$ cat src/rtl/evg_pkg.sv
// Shared types and constants for the EVG event arbiter slice.
package evg_pkg;

    localparam int EVENTCODE_WIDTH = 8;

    typedef logic [EVENTCODE_WIDTH-1:0] evcode_t;

    localparam evcode_t EVENT_NULL             = 8'h00;
    localparam evcode_t DEFAULT_HEARTBEAT_CODE = 8'h7A;

    typedef enum logic [2:0] {
        SRC_NONE,
        SRC_SEQ,
        SRC_HB,
        SRC_HW,
        SRC_SW
    } src_e;

endpackage

$ cat src/rtl/evg_event_arbiter_if.sv
// Event-source and formatter-side signals of the arbiter; the slave modport is the arbiter's view.
// Statistics counters exist only when EVG_ARB_STATS_EN is defined.
interface evg_event_arbiter_if;
    import evg_pkg::*;

    logic    evgSlotAvailable;
    evcode_t evgSequenceEventTDATA;
    logic    evgSequenceEventTVALID;
    evcode_t evgHardwareEventTDATA;
    logic    evgHardwareEventTVALID;
    logic    evgHardwareEventTREADY;
    evcode_t evgSoftwareEventTDATA;
    logic    evgSoftwareEventTVALID;
    logic    evgSoftwareEventTREADY;
    logic    evgHeartbeatRequest;
    logic    evgOverflowClear;
    evcode_t evgEventTDATA;
    logic    evgEventTVALID;
    logic    evgSeqOverflow;
`ifdef EVG_ARB_STATS_EN
    logic [31:0] evgSeqCount;
    logic [31:0] evgHwCount;
    logic [31:0] evgSwCount;
    logic [31:0] evgHbCount;
`endif

    modport slave (
        input  evgSlotAvailable,
        input  evgSequenceEventTDATA, evgSequenceEventTVALID,
        input  evgHardwareEventTDATA, evgHardwareEventTVALID,
        output evgHardwareEventTREADY,
        input  evgSoftwareEventTDATA, evgSoftwareEventTVALID,
        output evgSoftwareEventTREADY,
        input  evgHeartbeatRequest, evgOverflowClear,
        output evgEventTDATA, evgEventTVALID, evgSeqOverflow
`ifdef EVG_ARB_STATS_EN
        , output evgSeqCount, evgHwCount, evgSwCount, evgHbCount
`endif
    );

    modport master (
        output evgSlotAvailable,
        output evgSequenceEventTDATA, evgSequenceEventTVALID,
        output evgHardwareEventTDATA, evgHardwareEventTVALID,
        input  evgHardwareEventTREADY,
        output evgSoftwareEventTDATA, evgSoftwareEventTVALID,
        input  evgSoftwareEventTREADY,
        output evgHeartbeatRequest, evgOverflowClear,
        input  evgEventTDATA, evgEventTVALID, evgSeqOverflow
`ifdef EVG_ARB_STATS_EN
        , input evgSeqCount, evgHwCount, evgSwCount, evgHbCount
`endif
    );

endinterface

$ cat src/rtl/evg_seq_fifo.sv
// Sequencer event buffer: synchronous FIFO that drops writes when full (unless a read frees
// a slot the same cycle) and reports each drop with a one-cycle overflow pulse.
module evg_seq_fifo
    import evg_pkg::*;
#(
    parameter int DEPTH = 4
) (
    input  logic    clk,
    input  logic    rst,
    input  logic    wr_en,
    input  evcode_t wr_data,
    input  logic    rd_en,
    output evcode_t rd_data,
    output logic    full,
    output logic    empty,
    output logic    overflow
);

    localparam int AW = $clog2(DEPTH);

    evcode_t     mem [DEPTH];
    logic [AW:0] wr_ptr;
    logic [AW:0] rd_ptr;
    logic        do_wr;
    logic        do_rd;

    // Pointers carry one wrap bit so full and empty are distinguishable.
    assign empty    = (wr_ptr == rd_ptr);
    assign full     = (wr_ptr[AW] != rd_ptr[AW]) && (wr_ptr[AW-1:0] == rd_ptr[AW-1:0]);
    assign do_rd    = rd_en && !empty;
    assign do_wr    = wr_en && (!full || do_rd);
    assign overflow = wr_en && full && !do_rd;
    assign rd_data  = mem[rd_ptr[AW-1:0]];

    always_ff @(posedge clk or posedge rst) begin
        if (rst) begin
            wr_ptr <= '0;
            rd_ptr <= '0;
        end else begin
            if (do_wr) wr_ptr <= wr_ptr + (AW+1)'(1);
            if (do_rd) rd_ptr <= rd_ptr + (AW+1)'(1);
        end
    end

    always_ff @(posedge clk) begin
        if (do_wr) mem[wr_ptr[AW-1:0]] <= wr_data;
    end

endmodule

$ cat src/rtl/evg_event_arbiter.sv
// Schedules sequencer, heartbeat, hardware and software event codes into formatter slots.
// Optional per-source emit counters are built when EVG_ARB_STATS_EN is defined.
module evg_event_arbiter
    import evg_pkg::*;
#(
    parameter int      SEQ_FIFO_DEPTH = 4,
    parameter int      MAX_WAIT       = 16,
    parameter evcode_t HEARTBEAT_CODE = DEFAULT_HEARTBEAT_CODE
) (
    input logic                evgTxClk,
    input logic                evgTxReset,
    evg_event_arbiter_if.slave bus
);

    localparam logic [7:0] WAIT_MAX = 8'(MAX_WAIT);

    logic       slot;
    logic       hw_ok, sw_ok, hw_null, sw_null;
    logic       rr_sw;
    logic [7:0] wait_cnt;
    logic       promote;
    logic       hb_pend;
    logic       seq_wr, seq_full, seq_empty, seq_drop;
    evcode_t    seq_head;
    src_e       pick, grant;
    evcode_t    grant_code;
    evcode_t    ev_data;
    logic       ev_valid;
    logic       ovf_flag;

    assign slot    = bus.evgSlotAvailable;
    assign hw_null = bus.evgHardwareEventTVALID && (bus.evgHardwareEventTDATA == EVENT_NULL);
    assign sw_null = bus.evgSoftwareEventTVALID && (bus.evgSoftwareEventTDATA == EVENT_NULL);
    assign hw_ok   = bus.evgHardwareEventTVALID && !hw_null;
    assign sw_ok   = bus.evgSoftwareEventTVALID && !sw_null;
    assign seq_wr  = bus.evgSequenceEventTVALID && (bus.evgSequenceEventTDATA != EVENT_NULL);

    evg_seq_fifo #(.DEPTH(SEQ_FIFO_DEPTH)) u_seq_fifo (
        .clk      (evgTxClk),
        .rst      (evgTxReset),
        .wr_en    (seq_wr),
        .wr_data  (bus.evgSequenceEventTDATA),
        .rd_en    (grant == SRC_SEQ),
        .rd_data  (seq_head),
        .full     (seq_full),
        .empty    (seq_empty),
        .overflow (seq_drop)
    );

    // A lone valid source wins regardless of the pointer; the pointer only breaks ties.
    always_comb begin
        pick = SRC_NONE;
        if (hw_ok && (!sw_ok || !rr_sw)) pick = SRC_HW;
        else if (sw_ok)                  pick = SRC_SW;
    end

    assign promote = (pick != SRC_NONE) && (wait_cnt == WAIT_MAX);

    always_comb begin
        grant = SRC_NONE;
        if (slot) begin
            if (promote)         grant = pick;
            else if (!seq_empty) grant = SRC_SEQ;
            else if (hb_pend)    grant = SRC_HB;
            else                 grant = pick;
        end
    end

    always_comb begin
        grant_code = EVENT_NULL;
        case (grant)
            SRC_SEQ: grant_code = seq_head;
            SRC_HB:  grant_code = HEARTBEAT_CODE;
            SRC_HW:  grant_code = bus.evgHardwareEventTDATA;
            SRC_SW:  grant_code = bus.evgSoftwareEventTDATA;
            default: grant_code = EVENT_NULL;
        endcase
    end

    // Null hw/sw codes are flushed at once without using a slot.
    assign bus.evgHardwareEventTREADY = hw_null || (grant == SRC_HW);
    assign bus.evgSoftwareEventTREADY = sw_null || (grant == SRC_SW);

    always_ff @(posedge evgTxClk or posedge evgTxReset) begin
        if (evgTxReset) begin
            ev_data  <= EVENT_NULL;
            ev_valid <= 1'b0;
            ovf_flag <= 1'b0;
            hb_pend  <= 1'b0;
            rr_sw    <= 1'b0;
            wait_cnt <= '0;
        end else begin
            ev_valid <= (grant != SRC_NONE);
            if (grant != SRC_NONE) ev_data <= grant_code;

            if (seq_drop)                  ovf_flag <= 1'b1;
            else if (bus.evgOverflowClear) ovf_flag <= 1'b0;

            hb_pend <= bus.evgHeartbeatRequest || (hb_pend && (grant != SRC_HB));

            if (grant == SRC_HW || grant == SRC_SW) begin
                wait_cnt <= '0;
                rr_sw    <= (grant == SRC_HW);
            end else if (slot && (hw_ok || sw_ok) && wait_cnt != WAIT_MAX) begin
                wait_cnt <= wait_cnt + 8'd1;
            end
        end
    end

    assign bus.evgEventTDATA  = ev_data;
    assign bus.evgEventTVALID = ev_valid;
    assign bus.evgSeqOverflow = ovf_flag;

`ifdef EVG_ARB_STATS_EN
    logic [31:0] seq_cnt, hw_cnt, sw_cnt, hb_cnt;

    always_ff @(posedge evgTxClk or posedge evgTxReset) begin
        if (evgTxReset) begin
            seq_cnt <= '0;
            hw_cnt  <= '0;
            sw_cnt  <= '0;
            hb_cnt  <= '0;
        end else begin
            if (grant == SRC_SEQ) seq_cnt <= seq_cnt + 32'd1;
            if (grant == SRC_HW)  hw_cnt  <= hw_cnt + 32'd1;
            if (grant == SRC_SW)  sw_cnt  <= sw_cnt + 32'd1;
            if (grant == SRC_HB)  hb_cnt  <= hb_cnt + 32'd1;
        end
    end

    assign bus.evgSeqCount = seq_cnt;
    assign bus.evgHwCount  = hw_cnt;
    assign bus.evgSwCount  = sw_cnt;
    assign bus.evgHbCount  = hb_cnt;
`endif

endmodule

$ cat src/flat_wrapper.sv
// flat-port wrapper written by rule: the top's interface ports become plain ports
module evg_event_arbiter_flat import evg_pkg::*;
#(
    parameter int      SEQ_FIFO_DEPTH = 4,
    parameter int      MAX_WAIT       = 16,
    parameter evcode_t HEARTBEAT_CODE = DEFAULT_HEARTBEAT_CODE
)
  (evgTxClk, evgTxReset, bus_evgSlotAvailable, bus_evgSequenceEventTDATA, bus_evgSequenceEventTVALID, bus_evgHardwareEventTDATA, bus_evgHardwareEventTVALID, bus_evgHardwareEventTREADY, bus_evgSoftwareEventTDATA, bus_evgSoftwareEventTVALID, bus_evgSoftwareEventTREADY, bus_evgHeartbeatRequest, bus_evgOverflowClear, bus_evgEventTDATA, bus_evgEventTVALID, bus_evgSeqOverflow);
  evg_event_arbiter_if bus_i ();
  input logic evgTxClk;
  input logic evgTxReset;
  input wire logic [$bits(bus_i.evgSlotAvailable)-1:0] bus_evgSlotAvailable;
  input wire logic [$bits(bus_i.evgSequenceEventTDATA)-1:0] bus_evgSequenceEventTDATA;
  input wire logic [$bits(bus_i.evgSequenceEventTVALID)-1:0] bus_evgSequenceEventTVALID;
  input wire logic [$bits(bus_i.evgHardwareEventTDATA)-1:0] bus_evgHardwareEventTDATA;
  input wire logic [$bits(bus_i.evgHardwareEventTVALID)-1:0] bus_evgHardwareEventTVALID;
  output wire logic [$bits(bus_i.evgHardwareEventTREADY)-1:0] bus_evgHardwareEventTREADY;
  input wire logic [$bits(bus_i.evgSoftwareEventTDATA)-1:0] bus_evgSoftwareEventTDATA;
  input wire logic [$bits(bus_i.evgSoftwareEventTVALID)-1:0] bus_evgSoftwareEventTVALID;
  output wire logic [$bits(bus_i.evgSoftwareEventTREADY)-1:0] bus_evgSoftwareEventTREADY;
  input wire logic [$bits(bus_i.evgHeartbeatRequest)-1:0] bus_evgHeartbeatRequest;
  input wire logic [$bits(bus_i.evgOverflowClear)-1:0] bus_evgOverflowClear;
  output wire logic [$bits(bus_i.evgEventTDATA)-1:0] bus_evgEventTDATA;
  output wire logic [$bits(bus_i.evgEventTVALID)-1:0] bus_evgEventTVALID;
  output wire logic [$bits(bus_i.evgSeqOverflow)-1:0] bus_evgSeqOverflow;
  assign bus_i.evgSlotAvailable = bus_evgSlotAvailable;
  assign bus_i.evgSequenceEventTDATA = bus_evgSequenceEventTDATA;
  assign bus_i.evgSequenceEventTVALID = bus_evgSequenceEventTVALID;
  assign bus_i.evgHardwareEventTDATA = bus_evgHardwareEventTDATA;
  assign bus_i.evgHardwareEventTVALID = bus_evgHardwareEventTVALID;
  assign bus_evgHardwareEventTREADY = bus_i.evgHardwareEventTREADY;
  assign bus_i.evgSoftwareEventTDATA = bus_evgSoftwareEventTDATA;
  assign bus_i.evgSoftwareEventTVALID = bus_evgSoftwareEventTVALID;
  assign bus_evgSoftwareEventTREADY = bus_i.evgSoftwareEventTREADY;
  assign bus_i.evgHeartbeatRequest = bus_evgHeartbeatRequest;
  assign bus_i.evgOverflowClear = bus_evgOverflowClear;
  assign bus_evgEventTDATA = bus_i.evgEventTDATA;
  assign bus_evgEventTVALID = bus_i.evgEventTVALID;
  assign bus_evgSeqOverflow = bus_i.evgSeqOverflow;
  evg_event_arbiter #(.SEQ_FIFO_DEPTH(SEQ_FIFO_DEPTH), .MAX_WAIT(MAX_WAIT), .HEARTBEAT_CODE(HEARTBEAT_CODE)) u_core (.evgTxClk(evgTxClk), .evgTxReset(evgTxReset), .bus(bus_i));
endmodule
$ cat config.mk
export PLATFORM = sky130hd
export DESIGN_NAME = evg_event_arbiter_flat
export DESIGN_NICKNAME = d
export VERILOG_FILES = /design/src/rtl/evg_pkg.sv /design/src/rtl/evg_event_arbiter_if.sv /design/src/rtl/evg_seq_fifo.sv /design/src/rtl/evg_event_arbiter.sv /design/src/flat_wrapper.sv
export SDC_FILE = /design/constraint.sdc
export NUM_CORES = 1
export LEC_CHECK = 0
export CAP_MARGIN = 20
export CORE_ASPECT_RATIO = 1.5
export CORE_MARGIN = 2
export CORE_UTILIZATION = 50
export DETAILED_ROUTE_END_ITERATION = 8
export PLACE_DENSITY = 0.87
export SYNTH_ARGS = -nofsm -noshare
export SYNTH_HDL_FRONTEND = slang
export SYNTH_SLANG_ARGS = --single-unit
$ cat constraint.sdc
create_clock -name evgTxClk -period 3.85 [get_ports evgTxClk]
set_clock_uncertainty 0.15 [all_clocks]
set_input_delay 0.385 -clock evgTxClk [delete_from_list [all_inputs] [get_ports evgTxClk]]
set_output_delay 0.385 -clock evgTxClk [all_outputs]
set_load 0.05 [all_outputs]
==> results.md, run 1 <==
* Status: finished, final reports clean
* Crit path largest cell delay at roughly 0.81 ns
* CTS tree: built
* CTS sink count at 58
* Iteration count of the initial detailed-routing pass at 4
* CTS-repair resized insts at 0
* Yosys top cell area share at 0.329
* Flops & latches, synth at 58
* Finished Layout Cells at between 300 and 400
* Synth area leaders: edfxtp_1, dfrtp_1, mux4_2
* Core Rows at 34
* Fin area at 3630 um2
* Clk Latency, worst-skew pair at 0.33 ns
* CP Launch Type: register
* DP Area at 3420 um2
* Post-Place Cells at 326
* Largest net degree at the start of global routing at 27
* Final Setup Violations at 0
* Share of cells above drive strength 1 at 0.166
* Post-synthesis sequential area ratio at 0.552
* Max Cap Viol at 0
* Core area at 5740 um2
* Antenna cell count at 0
* Worst path required time at approximately 3.3 ns
* Final Slew Violations at 0
* DRC violations left at 0
* Post-route setup TNS at 0 ns
* WS Path Type: reg2out
* Min cycle time layout at 3.37 ns
* Yosys cell types at 51
* Synth async-reset ratio at 0.448
* Clock Path Buffers at 2
* Ys Warns at 0
* # Post-CTS Setup Buffers at 0
* Starting DRT DRC Count at 190
* Crit path DAT at approximately 2.8 ns
* Static leakage at approximately 0.0014 uW
* Cts bufs inserted at 9
* H-tree depth at 3
* DIE WIDTH at approximately 66 um
* RSZ-0062 raised after global routing: false
* Syn Nets at 254
* Syn avg cell area at about 14 um2
* Gp weighted congestion at 0.868
* EDFF count, synth at 32
* Effective utilization at floorplan at 0.509
* Filler Cell Count at 434
* Pwr/cell area at 710 nW/um2
* Routed WL at approximately 6.3 mm
* # port buffers at 43
* Cell taking the most area after synthesis: edfxtp_1
* Fin nets at 305
* Hold_buf cts at 0
* Vias in the first global route at 2211
* Via-per-instance ratio at 5.94
* Tot GR Track Use at 0.218
* Reg clk slew, reported paths at 0.06 ns
* Final hold vios at 0
* Worst hold margin at 0.0811 ns
* Vias at between 2000 and 2500
* Relative slew slack at 0.651
* Synth Instances at 215
* Max FO, Critical Path at 11
* Post-route ant nets at 0
* DP Wirelength at 4.54 mm
* Area Growth Syn to Fin at 24.3%
* Peak Freq at 0.297 GHz
* Setup crit end kind: output port
* I/O Pins at 44
* GRT Residual Overflow at 0
* HP Class: in2async
* Ys flop type: edfxtp_1
* Max VDD drop at between 0.0003 and 0.0004 V
* Die Ht at approximately 98 um
* Synthesized area at 2920 um2
* Post-synth top cells: edfxtp_1, dfrtp_1, nand2_1, a32oi_1, inv_1
* Slowest CP cell: clkdlybuf4s50_1
* Initial antenna violation count at 0
* Final worst-path cycle share at 0.875
* Worst-Margin Slew at 0.521 ns
* Count leader, synth: edfxtp_1
* DR WL/cell at approximately 18 um
* Crit path cell chain: xnor2_1 -> nand3b_1 -> buf_4 -> o31ai_4 -> a22oi_1 -> nor2b_1 -> clkdlybuf4s50_1
* Global-route wire length before repair at 10.5 mm
* CTS root buffer: clkbuf_8
* Die area at roughly 6500 um2
## per-layer routing
metal / track usage / wire, um
met1: 0.230 / 2420
met2: 0.377 / 3420
met3: 0.0707 / 303
met4: 0.108 / 177
met5: 0 / 0
## logic make-up (layout without fill, tap and decap cells)
kind of cell             count (synthesis)  after routing  synth area share
buffers and inverters                   20             76            0.0364
XOR/XNOR                                12             12            0.0385
flip-flops                              58             58             0.552
adder cells (fa/ha/maj)                  7              7            0.0300
AO/OA/AOI/OAI                           54             54             0.154
AND/OR/NAND/NOR                         51             51             0.109
multiplexers                            13             13            0.0805
## final cells by class
| cell class | count | area (um2) | area share |
|---|---|---|---|
| timing repair buffer | 50 | 503 | 0.139 |
| inverter | 10 | 37.5 | 0.0103 |
| sequential | 58 | 1610 | 0.444 |
| tap | 72 | 90.1 | 0.0248 |
| multi-input combinational | 137 | 1200 | 0.331 |
| clock buffer | 10 | 128 | 0.0351 |
| clock inverter | 6 | 57.6 | 0.0159 |
## worst max-delay path: cells and delay by family, from the launching register on
family	cells	cell delay (ns)
buffers and inverters	2	1.00
and+or+nand+nor	2	0.22
xor gates and xnor gates	1	0.19
DFF	1	0.64
AOI/OAI and AO/OA	2	0.46
## registers in the layout, summed over array words and instances (netlist names)
name,flops
u_core.u_seq_fifo.rd_ptr,3
u_core.u_seq_fifo.wr_ptr,3
u_core.wait_cnt,8
u_core.bus.evgEventTDATA,8
u_core.hb_pend,1
u_core.bus.evgEventTVALID,1
u_core.rr_sw,1
u_core.u_seq_fifo.mem,32
u_core.bus.evgSeqOverflow,1
## power by group
group	total (uW)	leakage (uW)	internal, uW	switching, uW
Combinational	1040	0.000657	451	592
Clock	527	0.0000874	293	234
Sequential	1010	0.000610	855	154
## worst paths after layout
path | depth (start not counted) | startpoint | slack (ns) | end
min in group evgTxClk | 1 | u_core.bus.evgSeqOverflow | 0.35 | u_core.bus.evgSeqOverflow
hold / removal | 2 | evgTxReset | 0.08 | u_core.wait_cnt[0]
setup / recovery | 7 | u_core.u_seq_fifo.rd_ptr[1] | 0.48 | bus_evgSoftwareEventTREADY
hold reg to reg | 1 | u_core.bus.evgSeqOverflow | 0.35 | u_core.bus.evgSeqOverflow
setup reg to reg | 4 | u_core.u_seq_fifo.rd_ptr[1] | 1.43 | u_core.u_seq_fifo.mem[2][6]
max in group asynchronous | 3 | evgTxReset | 3.11 | u_core.u_seq_fifo.wr_ptr[2]
## layout by cell type, fill, tap and decap left out, types with 2 or more instances in the layout
master           instances
edfxtp_1                32
xnor2_1                  6
a21boi_1                 2
or3_1                    2
mux4_2                   8
inv_1                    9
xor2_1                   5
and2_1                   5
a22oi_1                  7
clkinvlp_4               2
a32oi_1                  9
nor4_2                   4
nand2_1                 10
ha_1                     7
clkdlybuf4s50_1         43
clkbuf_8                 9
and3_1                   8
clkinv_1                 2
dfrtp_1                 26
a21oi_1                  6
nand3_1                  6
nor2_1                   7
nor4_1                   2
o21ai_0                  5
mux2_1                   4
o2111ai_1                5
o21ai_1                  7
buf_4                    6
## metrics by stage
stage	util	worst slack [ns]	power (uW)
2_1_floorplan	-	1.26	1740
3_3_place_gp	0.595	0.860	2010
3_5_place_dp	0.595	0.836	2060
4_1_cts	0.627	0.458	2590
5_1_grt	0.632	0.326	2730
6_report	0.632	0.482	2580
Power figures use the tool's default switching activity.
==> run 2: changes to the inputs <==
- CORE_ASPECT_RATIO: 1.5 -> 0.8
==> run 2 against run 1 <==
Against the previous run:
- fmax up 0.50%
- flip-flop and latch count unchanged
- core utilization up 2.6 points
- clock power up 15%
- cell count up 1.2%
- register-to-register slack about the same
- via count up 1.7%
- combinational power about the same
- critical path depth unchanged
- global-route usage up 0.14 points
- sequential share of layout area down 0.30 points
- worst setup slack better by 0.017 ns
- critical path type unchanged
- critical endpoint unchanged
- largest cell class unchanged
==> results.md, run 2 (synthesis results as in run 1) <==
* Min cycle time layout at 3.35 ns
* Max VDD drop at 0.000269 V
* Crit path DAT at 2.82 ns
* Share of cells above drive strength 1 at 0.171
* Post-route ant nets at 0
* CTS root buffer: clkbuf_8
* HP Class: in2async
* Tot GR Track Use at 0.220
* Starting DRT DRC Count at 190
* Crit path largest cell delay at 0.80 ns
* H-tree depth at 3
* Status: finished, final reports clean
* Final worst-path cycle share at 0.871
* Max Cap Viol at 0
* Fin util at 0.658
* CTS tree: built
* Die area at 6470 um2
* GRT Residual Overflow at 0
* Cts bufs inserted at 9
* Reg clk slew, reported paths at 0.07 ns
* Vias at 2071
* DR WL/cell at 19.0 um
* Crit path cell chain: xnor2_1 -> nand3b_1 -> buf_4 -> o31ai_4 -> a22oi_1 -> nor2b_1 -> clkdlybuf4s50_1
* # port buffers at between 40 and 50
* Vias in the first global route at 2100
* Final Slew Violations at 0
* Effective utilization at floorplan at 0.526
* Core Rows at 24
* DRC violations left at 0
* Via-per-instance ratio at 5.97
* Most common cell after layout, fill and taps aside: clkdlybuf4s50_1
* Clock Path Buffers at 2
* Worst-Margin Slew at a little over 0.8 ns
* DP Wirelength at 4.61 mm
* Max FO, Critical Path at 11
* Fin worst setup slack at between 0.4 and 0.5 ns
* Antenna cell count at 0
* Fin nets at 303
* Hold_buf cts at 0
* Final Setup Violations at 0
* Filler Cell Count at approximately 360
* Total Power at 2680 uW
* Initial antenna violation count at 0
* Max FFs per register at 32
* Post-Place Cells at 330
* Core area at 5560 um2
* WS Path Type: reg2out
* Largest net degree at the start of global routing at 27
* Die Ht at 72.4 um
* Post-route setup TNS at 0 ns
* CTS-repair resized insts at 0
* Pwr/cell area at 732 nW/um2
* Final hold vios at 0
* Area Growth Syn to Fin at 25.1%
* Worst path required time at 3.31 ns
* Pre-CTS setup slack at about 0.73 ns
* Multi-input gate area at 1200 um2
* Clk Latency, worst-skew pair at 0.34 ns
* Gp weighted congestion at 0.796
* Slowest CP cell: clkdlybuf4s50_1
* RSZ-0062 raised after global routing: false
* Setup crit end kind: output port
* # Post-CTS Setup Buffers at 0
* Routed WL at 6.59 mm
* Static leakage at 0.00136 uW
* FF/Latch Area at 1610 um2
* Peak Freq at 0.298 GHz
* Relative slew slack at 0.462
* CP Launch Type: register
* Iteration count of the initial detailed-routing pass at 5
* Commonest non-fill, non-tap cells in the layout: clkdlybuf4s50_1, edfxtp_1, dfrtp_1
* Finished Layout Cells at 347
* Global-route wire length before repair at 10.4 mm
* DIE WIDTH at 89.5 um
* CTS sink count at 58
* I/O Pins at 44
==> run 2: changes by cell type in the layout (fill, tap and decap cells not counted) <==
| cell | delta |
|---|---|
| buf_4 | -2 |
| clkinv_1 | -2 |
| bufinv_16 | +1 |
| clkbuf_1 | -1 |
| clkinv_2 | +1 |
| clkinv_4 | +1 |
==> run 2: critical path: cells and delay by family, from the launching register on <==
family                 cells  cell delay (ns)
AO/OA/AOI/OAI              2             0.42
XOR/XNOR                   1             0.19
buffers and inverters      2             1.00
flip-flops                 1             0.64
AND/OR/NAND/NOR            2             0.23
==> run 2: per-stage QoR <==
stage          hold WS [ns]  area (um2)
2_1_floorplan         0.275        2920
3_3_place_gp          0.336        3410
3_5_place_dp          0.343        3410
4_1_cts               0.369        3630
5_1_grt               0.101        3660
6_report              0.103        3660
==> run 2: where the power goes <==
part	internal, uW	switching [uW]
combinational	449	601
clock	362	243
sequential	856	165
==> run 2: path summary, 6_finish.rpt <==
check                           depth (start not counted)  slack, ns                          end                   startpoint
max in group asynchronous                               3       3.06  u_core.bus.evgEventTDATA[0]                   evgTxReset
worst min-delay path                                    2       0.10           u_core.wait_cnt[4]                   evgTxReset
min in group evgTxClk                                   1       0.37  u_core.u_seq_fifo.rd_ptr[2]  u_core.u_seq_fifo.rd_ptr[2]
worst max register to register                          4       1.44  u_core.u_seq_fifo.mem[0][2]  u_core.u_seq_fifo.rd_ptr[1]
worst max-delay path                                    7       0.50   bus_evgSoftwareEventTREADY  u_core.u_seq_fifo.rd_ptr[1]
worst min register to register                          1       0.37  u_core.u_seq_fifo.rd_ptr[2]  u_core.u_seq_fifo.rd_ptr[2]
==> run 2: area by class of cell <==
| cell class | instances | share of cell area |
|---|---|---|
| clock buffers | 9 | 0.0339 |
| inverters | 10 | 0.0103 |
| repair buffers | 48 | 0.133 |
| flip-flops and latches | 58 | 0.441 |
| multi-input cells | 137 | 0.329 |
| well taps | 78 | 0.0267 |
| clock inverters | 7 | 0.0257 |
==> run 2: metal layers <==
metal,GRT usage,vias up,part of all wire
li1,-,942,-
met1,0.279,1021,0.41
met4,0.0929,0,0.028
met3,0.0671,18,0.065
met5,0,-,0
met2,0.350,90,0.49
